**config.mk**
```make
export PLATFORM = sky130hd
export DESIGN_NAME = digit_scan_driver
export DESIGN_NICKNAME = d
export VERILOG_FILES = /design/src/rtl/digit_scan_driver.sv
export SDC_FILE = /design/constraint.sdc
export NUM_CORES = 1
export LEC_CHECK = 0
export ABC_AREA = 1
export CAP_MARGIN = 20
export CORE_UTILIZATION = 45
export DETAILED_ROUTE_END_ITERATION = 8
export PLACE_DENSITY = 0.67
export SYNTH_ARGS = -nofsm -noshare
export SYNTH_HDL_FRONTEND = slang
export SYNTH_SLANG_ARGS = --single-unit
export TNS_END_PERCENT = 100
```
**constraint.sdc**
```tcl
create_clock -name clk -period 3.52 [get_ports clk]
set_clock_uncertainty 0.1 [all_clocks]
set_input_delay 0.352 -clock clk [delete_from_list [all_inputs] [get_ports clk]]
set_output_delay 0.352 -clock clk [all_outputs]
set_load 0.01 [all_outputs]
```
**src/rtl/digit_scan_driver.sv**
```systemverilog
// digit_scan_driver
//   Time-multiplexed driver for a 4-digit common-anode 7-segment display.
//   A prescaler divides each digit slot into TICK_DIV cycles. The first
//   BLANK_CYCLES of every slot force segments/dp off to kill ghosting. The
//   16-bit value and dp requests are snapshotted once per frame, on the
//   edge that returns digit_sel to 0, so a frame never mixes two values.
//
//   Optional feature (compile-time macro): LEADING_ZERO_BLANK_EN
//     When defined, digits 3..1 are blanked in SHOW if their nibble and all
//     higher nibbles of the snapshot are zero. dp is not affected.
//
// Ports
//   clk        : system clock, rising edge
//   reset_n    : asynchronous active-low reset
//   value      : four hex digits, [3:0] = digit 0 (rightmost)
//   dp_in      : decimal-point request per digit, active-high
//   digit_sel  : index of the lit digit, feeds the 2-to-4 anode decoder
//   segments   : active-low {g,f,e,d,c,b,a}
//   dp         : active-low decimal point
//   frame_load : one-cycle pulse in the cycle after value/dp_in are captured
module digit_scan_driver #(
  parameter int TICK_DIV     = 100_000,
  parameter int BLANK_CYCLES = 1_000
) (
  input  logic        clk,
  input  logic        reset_n,
  input  logic [15:0] value,
  input  logic [3:0]  dp_in,
  output logic [1:0]  digit_sel,
  output logic [6:0]  segments,
  output logic        dp,
  output logic        frame_load
);

  localparam int CW = (TICK_DIV > 2) ? $clog2(TICK_DIV) : 1;
  localparam logic [CW-1:0] CNT_MAX = CW'(TICK_DIV - 1);
  localparam logic [CW-1:0] BLANK_W = CW'(BLANK_CYCLES);

  logic [CW-1:0]   cnt, cnt_nx;
  logic [1:0]      sel_nx;
  logic [15:0]     sh_val, sh_val_nx;
  logic [3:0]      sh_dp, sh_dp_nx;
  logic [3:0][3:0] nibs;
  logic            wrap, frame_edge, blank, lead_zero;
  logic [6:0]      seg_nx;
  logic            dp_nx;

  function automatic logic [6:0] hex7seg(input logic [3:0] h);
    logic [6:0] s;
    case (h)
      4'h0: s = 7'h40;  4'h1: s = 7'h79;  4'h2: s = 7'h24;  4'h3: s = 7'h30;
      4'h4: s = 7'h19;  4'h5: s = 7'h12;  4'h6: s = 7'h02;  4'h7: s = 7'h78;
      4'h8: s = 7'h00;  4'h9: s = 7'h10;  4'hA: s = 7'h08;  4'hB: s = 7'h03;
      4'hC: s = 7'h46;  4'hD: s = 7'h21;  4'hE: s = 7'h06;  default: s = 7'h0E;
    endcase
    return s;
  endfunction

  assign wrap       = (cnt == CNT_MAX);
  assign frame_edge = wrap && (digit_sel == 2'd3);
  assign cnt_nx     = wrap ? '0 : cnt + 1'b1;
  assign sel_nx     = wrap ? digit_sel + 2'd1 : digit_sel;
  assign sh_val_nx  = frame_edge ? value : sh_val;
  assign sh_dp_nx   = frame_edge ? dp_in : sh_dp;

  // Outputs are registered from the next-state view, so the new anode and
  // its blank (or its new pattern when there is no blank) land on one edge.
  assign nibs  = sh_val_nx;
  assign blank = (cnt_nx < BLANK_W);

`ifdef LEADING_ZERO_BLANK_EN
  // Everything from this digit upward is zero; digit 0 is never suppressed.
  assign lead_zero = (sel_nx != 2'd0) && ((sh_val_nx >> {sel_nx, 2'b00}) == 16'd0);
`else
  assign lead_zero = 1'b0;
`endif

  always_comb begin
    seg_nx = 7'h7F;
    dp_nx  = 1'b1;
    if (!blank) begin
      seg_nx = lead_zero ? 7'h7F : hex7seg(nibs[sel_nx]);
      dp_nx  = ~sh_dp_nx[sel_nx];
    end
  end

  always_ff @(posedge clk or negedge reset_n) begin
    if (!reset_n) begin
      cnt        <= '0;
      digit_sel  <= 2'd0;
      sh_val     <= 16'd0;
      sh_dp      <= 4'd0;
      segments   <= 7'h7F;
      dp         <= 1'b1;
      frame_load <= 1'b0;
    end else begin
      cnt        <= cnt_nx;
      digit_sel  <= sel_nx;
      sh_val     <= sh_val_nx;
      sh_dp      <= sh_dp_nx;
      segments   <= seg_nx;
      dp         <= dp_nx;
      frame_load <= frame_edge;
    end
  end

endmodule

```
==> key figures, run 1 <==
Clock network
  – CTS Buffer Depth: 2
  – # resized after CTS: 0
  – Clock-pin slew on the worst setup and hold paths: approximately 80 ps
  – CTS tree: yes
  – H-tree depth: 2
  – Inserted Clock Buffers: 5
  – Worst-Skew Late Latency: about 310 ps
  – Sink Count: 48
  – Root Driver: clkbuf_8

Worst hold path
  – Worst min path class: input pin to async pin

Setup path
  – Arr. time, crit path: 3020 ps
  – Crit path capture type: flop
  – Worst path top cell family by delay: simple AND/OR/NAND/NOR gates
  – Bufs and invs on worst path: 1
  – Worst setup SP type: flop
  – CP peak stage delay: 460 ps
  – Worst path most repeated cell: nand2_1
  – Worst Path Required: 3660 ps
  – CP max stage cell: dfrtp_1
  – CP Cell Sequence: ha_1, nand2_2, nor2_8, nand3_4, nor2_8, nand2_4, nand2_1, nand2_1, nand3_1, nand3_1, nand2_2, inv_1, ha_1, nand3_2, o21ai_0, nand2_1, nand2_1
  – CP Class: flop to flop
  – Max FO, Critical Path: 11

STA
  – Final setup viols: 0
  – Unrepaired setup endpoints after global routing: false
  – Fmax: between 300 and 400 MHz
  – Total Neg Setup Slack: 0 ps
  – Minimum clock period after layout: 2885 ps
  – Final Slew Violations: 0
  – WHS: roughly 340 ps
  – Slew headroom: a little over two thirds
  – Tcrit/Tclk final: 81.95%
  – Worst-Margin Slew: between 400 and 500 ps
  – Final count of hold timing violations: 0

Routing
  – Via count: 2453
  – Vias per cell: ~4.9
  – Drt wl/cell: roughly 12 µm
  – DRC viols: 0
  – DRT Wirelength: approximately 6.1 mm
  – Routed Antenna Nets: 0
  – DRT iter0 DRCs: ~170
  – First-pass DRT Iterations: 5

Synthesis
  – Synth Cell Area: ~2900 µm²
  – Synth warn: 0
  – Net Count, Synth: 416
  – Top cells by area, synth: dfrtp_1 (34%), nand2_1 (17%), nand3_1 (7.8%), inv_1 (7.4%), dfstp_2 (7.2%)
  – Yosys cell types: 29
  – Yosys reg bits: 48
  – Cell taking the most area after synthesis: dfrtp_1
  – Post-synth top area share: between 30% and 40%
  – Register area share after synthesis: 41.72%
  – Avg Cell Area, Syn: between 7 and 8 µm²
  – Mapped Cells: 386

Die
  – Die H: around 80 µm
  – Boundary Pins: 33
  – Core Area: ~6100 µm²
  – Die width: 82.32 µm
  – Initial Utilization: between 40% and 50%
  – DIE AREA: 6776 µm²
  – Floorplan row count: 28

Finish
  – Fraction of layout cells with a size suffix above 1: between 10% and 20%
  – Final net count: around 450
  – Commonest non-fill, non-tap cell in the layout: nand2_1
  – Antenna diode count: 0
  – Most frequent cells in the layout: nand2_1 (135), inv_1 (57), nand3_1 (45), dfrtp_1 (40)
  – Area Overhead vs Synth: 17.63%

Global route
  – Total track usage: 21.09%
  – Total grt overflow: 0
  – Largest net degree at the start of global routing: 49
  – Vias in the first global route: around 2300
  – Initial antenna violation count: 0
  – First-pass GRT wire length: between 10 and 15 mm

Run
  – Max cap viols: 0

Placed design
  – PortBufs: 32
  – GPL Wtd Cong: approximately 0.97
  – Post-DP HPWL: between 4 and 5 mm

Pwr
  – Maximum VDD drop: ~0.16 mV
  – PwrDens: ~270 nW/µm²
  – Leakage: approximately 0.0017 µW

Status
  – Status: complete, no violations
[registers in the layout (all words and copies together), names as in the netlist]
signal      count
frame_load      1
cnt            17
segments        7
sh_val         16
dp              1
digit_sel       2
sh_dp           4
[final timing paths]
| check | from | to | slack, ps | cells after the start |
|---|---|---|---|---|
| setup / recovery | cnt[0] | segments[5] | 640 | 17 |
| hold / removal | reset_n | cnt[6] | 340 | 2 |
| setup reg to reg | cnt[0] | segments[5] | 640 | 17 |
| hold reg to reg | sh_val[12] | sh_val[12] | 390 | 2 |
| max in group asynchronous | reset_n | segments[6] | 2440 | 3 |
| min in group clk | sh_val[12] | sh_val[12] | 390 | 2 |
[report_power, final]
part / internal (µW) / switching [µW] / total (µW)
Combinational: 23.0 / 15.0 / 38.0
Sequential: 551 / 0 / 551
Clock: 161 / 184 / 344
[layout make-up]
class	instances	area [µm²]
Sequential cell	48	1211
Tap cell	75	93.84
Multi-Input combinational cell	275	1440
Timing Repair Buffer	34	345.3
Clock buffer	6	82.58
Fill cell	580	2646
Inverter	60	227.7
Clock inverter	2	13.76
[logic make-up (layout without fill, tap and decap cells)]
kind of cell	after synthesis	in the layout	share of synthesized area (%)
AOI/OAI and AO/OA	7	7	1.595
DFF	48	48	41.72
adders and majority gates	8	8	3.448
and+or+nand+nor	254	254	42.76
buffers and inverters	63	102	8.664
xor gates and xnor gates	6	6	1.810
[per-layer routing]
layer	up-vias	track usage [%]	routed length, µm
met4	0	6.316	91
met1	1089	32.07	3232
met3	11	4.176	352
li1	1282	-	-
met5	-	0	0
met2	71	29.92	2438
[stage by stage]
step           cells  total power [µW]  utilization, %  instance area (µm²)  setup slack [ps]
6_report         500             933.6           56.34                 3415             635.5
5_1_grt          500             968.5           56.34                 3415             283.4
4_1_cts          498             944.5           55.84                 3385             630.1
3_5_place_dp     490             597.3           54.25                 3288             649.3
3_3_place_gp     490             597.3           54.25                 3288             797.9
2_1_floorplan    386             563.5               -                 2903             960.8
[synthesized netlist by cell type (all sizes together)]
library cell,number
inv,60
buf,3
nor3b,1
or2,1
o21ai,5
and2,4
xor2,6
a21oi,2
ha,8
nand2,142
nor2,35
nand3,54
nand4,11
dfrtp,40
dfstp,8
nor3,6
[timing repair]
action | in CTS | in global routing
setup buffers | 0 | 0
hold endpoints to repair | 0 | 7
setup endpoints to repair | 0 | 0
hold buffers | 0 | 1
Power figures use the tool's default switching activity.
==> inputs of run 2 (changes only) <==
- clock period: 3.52 -> 2.8 ns (I/O delays scaled with it)
==> run 2 against run 1 <==
Net effect: register-to-register slack lost 480 ps; via count grew 3.2%; routed wire length grew 5.9%; worst hold slack lost 330 ps; utilization grew 3.5 points; cell count grew 4.6%; clock-buffer cell count is the same; combinational power grew 17%.
==> key figures, run 2 (same netlist as run 1, synthesis figures left out) <==
Die
  – Floorplan row count: 28
  – Boundary Pins: 33
  – Die width: 82.32 µm
  – Initial Utilization: 47.89%
  – Die H: between 80 and 90 µm
  – Core Area: about 6100 µm²
  – DIE AREA: ~6800 µm²

Finish
  – Final net count: 477
  – Most frequent cells in the layout: nand2_1 (132), inv_1 (57), nand3_1 (45), dfrtp_1 (40), clkdlybuf4s50_1 (31)
  – Antenna diode count: 0
  – Commonest non-fill, non-tap cell in the layout: nand2_1
  – Regs by FF count: cnt x17, sh_val x16, segments x7
  – Max FFs per register: 17
  – Fraction of layout cells with a size suffix above 1: 16.29%
  – Area Overhead vs Synth: 25.00%
  – Fillcell total: around 560
  – Multi-input logic area: between 1000 and 1500 µm²
  – Register area: 1211 µm²
  – Reg with most FFs: cnt

STA
  – Final Slew Violations: 0
  – Tcrit/Tclk final: approximately 94%
  – Worst-Margin Slew: between 900 and 1000 ps
  – Slew headroom: 39.04%
  – Final worst setup slack: 159.7 ps
  – Final setup viols: 0
  – Fmax: 378.7 MHz
  – Minimum clock period after layout: approximately 2600 ps
  – Final count of hold timing violations: 0
  – WHS: between 10 and 15 ps

Setup path
  – Arr. time, crit path: between 2000 and 3000 ps
  – Worst setup SP type: flop
  – R2r setup slk: 160 ps
  – CP Class: flop to flop
  – Worst Path Required: slightly below 3000 ps
  – Crit path capture type: flop
  – Max FO, Critical Path: 8

Clock network
  – Root Driver: clkbuf_8
  – Worst-Skew Late Latency: approximately 300 ps
  – Post-CTS Hold Buffers: 0
  – Sink Count: between 40 and 50
  – CTS tree: yes
  – H-tree depth: 2
  – Clock-pin slew on the worst setup and hold paths: ~90 ps
  – Inserted Clock Buffers: 5
  – CTS Buffer Depth: 2

Routing
  – Via count: about 2500
  – Vias per cell: about 4.8
  – Drt wl/cell: ~12 µm
  – DRT iter0 DRCs: approximately 200
  – DRT Wirelength: around 6.5 mm
  – Routed Antenna Nets: 0
  – First-pass DRT Iterations: 5
  – DRC viols: 0

Placed design
  – PortBufs: 32
  – Pre-CTS setup slack: 68.29 ps
  – Post-DP HPWL: about 4.6 mm
  – GPL Wtd Cong: roughly 0.93

Global route
  – Total track usage: roughly 21%
  – Largest net degree at the start of global routing: 42
  – Total grt overflow: 0
  – Initial antenna violation count: 0
  – Vias in the first global route: ~2300
  – First-pass GRT wire length: around 10 mm

Pwr
  – Leakage: between 0.0015 and 0.002 µW
  – PwrDens: around 340 nW/µm²
  – Pwr Total: between 1000 and 1500 µW
  – Maximum VDD drop: about 0.18 mV

Worst hold path
  – Worst min path class: input pin to async pin

Run
  – Max cap viols: 0

Status
  – Status: complete, no violations
## run 2: stage by stage
step,setup TNS (ps),cells,instance area [µm²],util (%)
after global routing,-36.28,523,3628,59.87
final,0,523,3628,59.87
after detailed placement,0,495,3326,54.87
after floorplan,0,386,2903,-
after CTS,0,503,3433,56.65
after global placement,0,495,3326,54.87
## run 2: final cells by class
cell class	count	share of cell area, %
Clock buffer	6	2.000
Timing Repair Buffer	56	14.00
Multi-Input combinational cell	276	40.72
Clock inverter	2	0.9655
Tap cell	75	2.586
Sequential cell	48	33.38
Inverter	60	6.345
## run 2: worst paths after layout
kind	start	cells after the start	to
max	cnt[1]	16	segments[0]
max reg2reg	cnt[1]	16	segments[0]
max in group asynchronous	reset_n	2	segments[1]
min in group clk	sh_val[3]	2	sh_val[3]
min	reset_n	1	cnt[16]
min reg2reg	sh_val[3]	2	sh_val[3]
## run 2: power by group
| group | internal [µW] | switching, µW | leakage (µW) |
|---|---|---|---|
| Combinational | 26.1 | 18.5 | 0.00121 |
| Sequential | 693 | 0 | 0.000566 |
| Clock | 265 | 231 | 0.0000552 |
## run 2: what timing repair did
item / CTS / global route
gates resized for setup: 0 / 10
buffers inserted: 0 / 19
setup endpoints to repair: 0 / 7
## run 2: critical path, cell delays in order (launching register included)
cell and delay [ps]:
dfrtp_1 370, ha_2 200, nand2_2 90, nor2_8 190, nand3_4 110, nor2_8 170
nand2_4 90, o21ai_4 250, clkinv_4 120, nand3_1 110, nand2_2 110, buf_4 150
ha_1 180, nand3_1 120, nand3_1 90, nand2_1 60, nand2_1 50
## run 2: layer usage
layer  track usage, %  up-vias  wire length (µm)  share of wire, %
li1                 -     1331                 -                 -
met1            29.55     1117              3270                51
met2            31.74       72              2799                43
met3            3.407       12               313               4.8
met4            5.789        0                91               1.4
met5                0        -                 0                 0
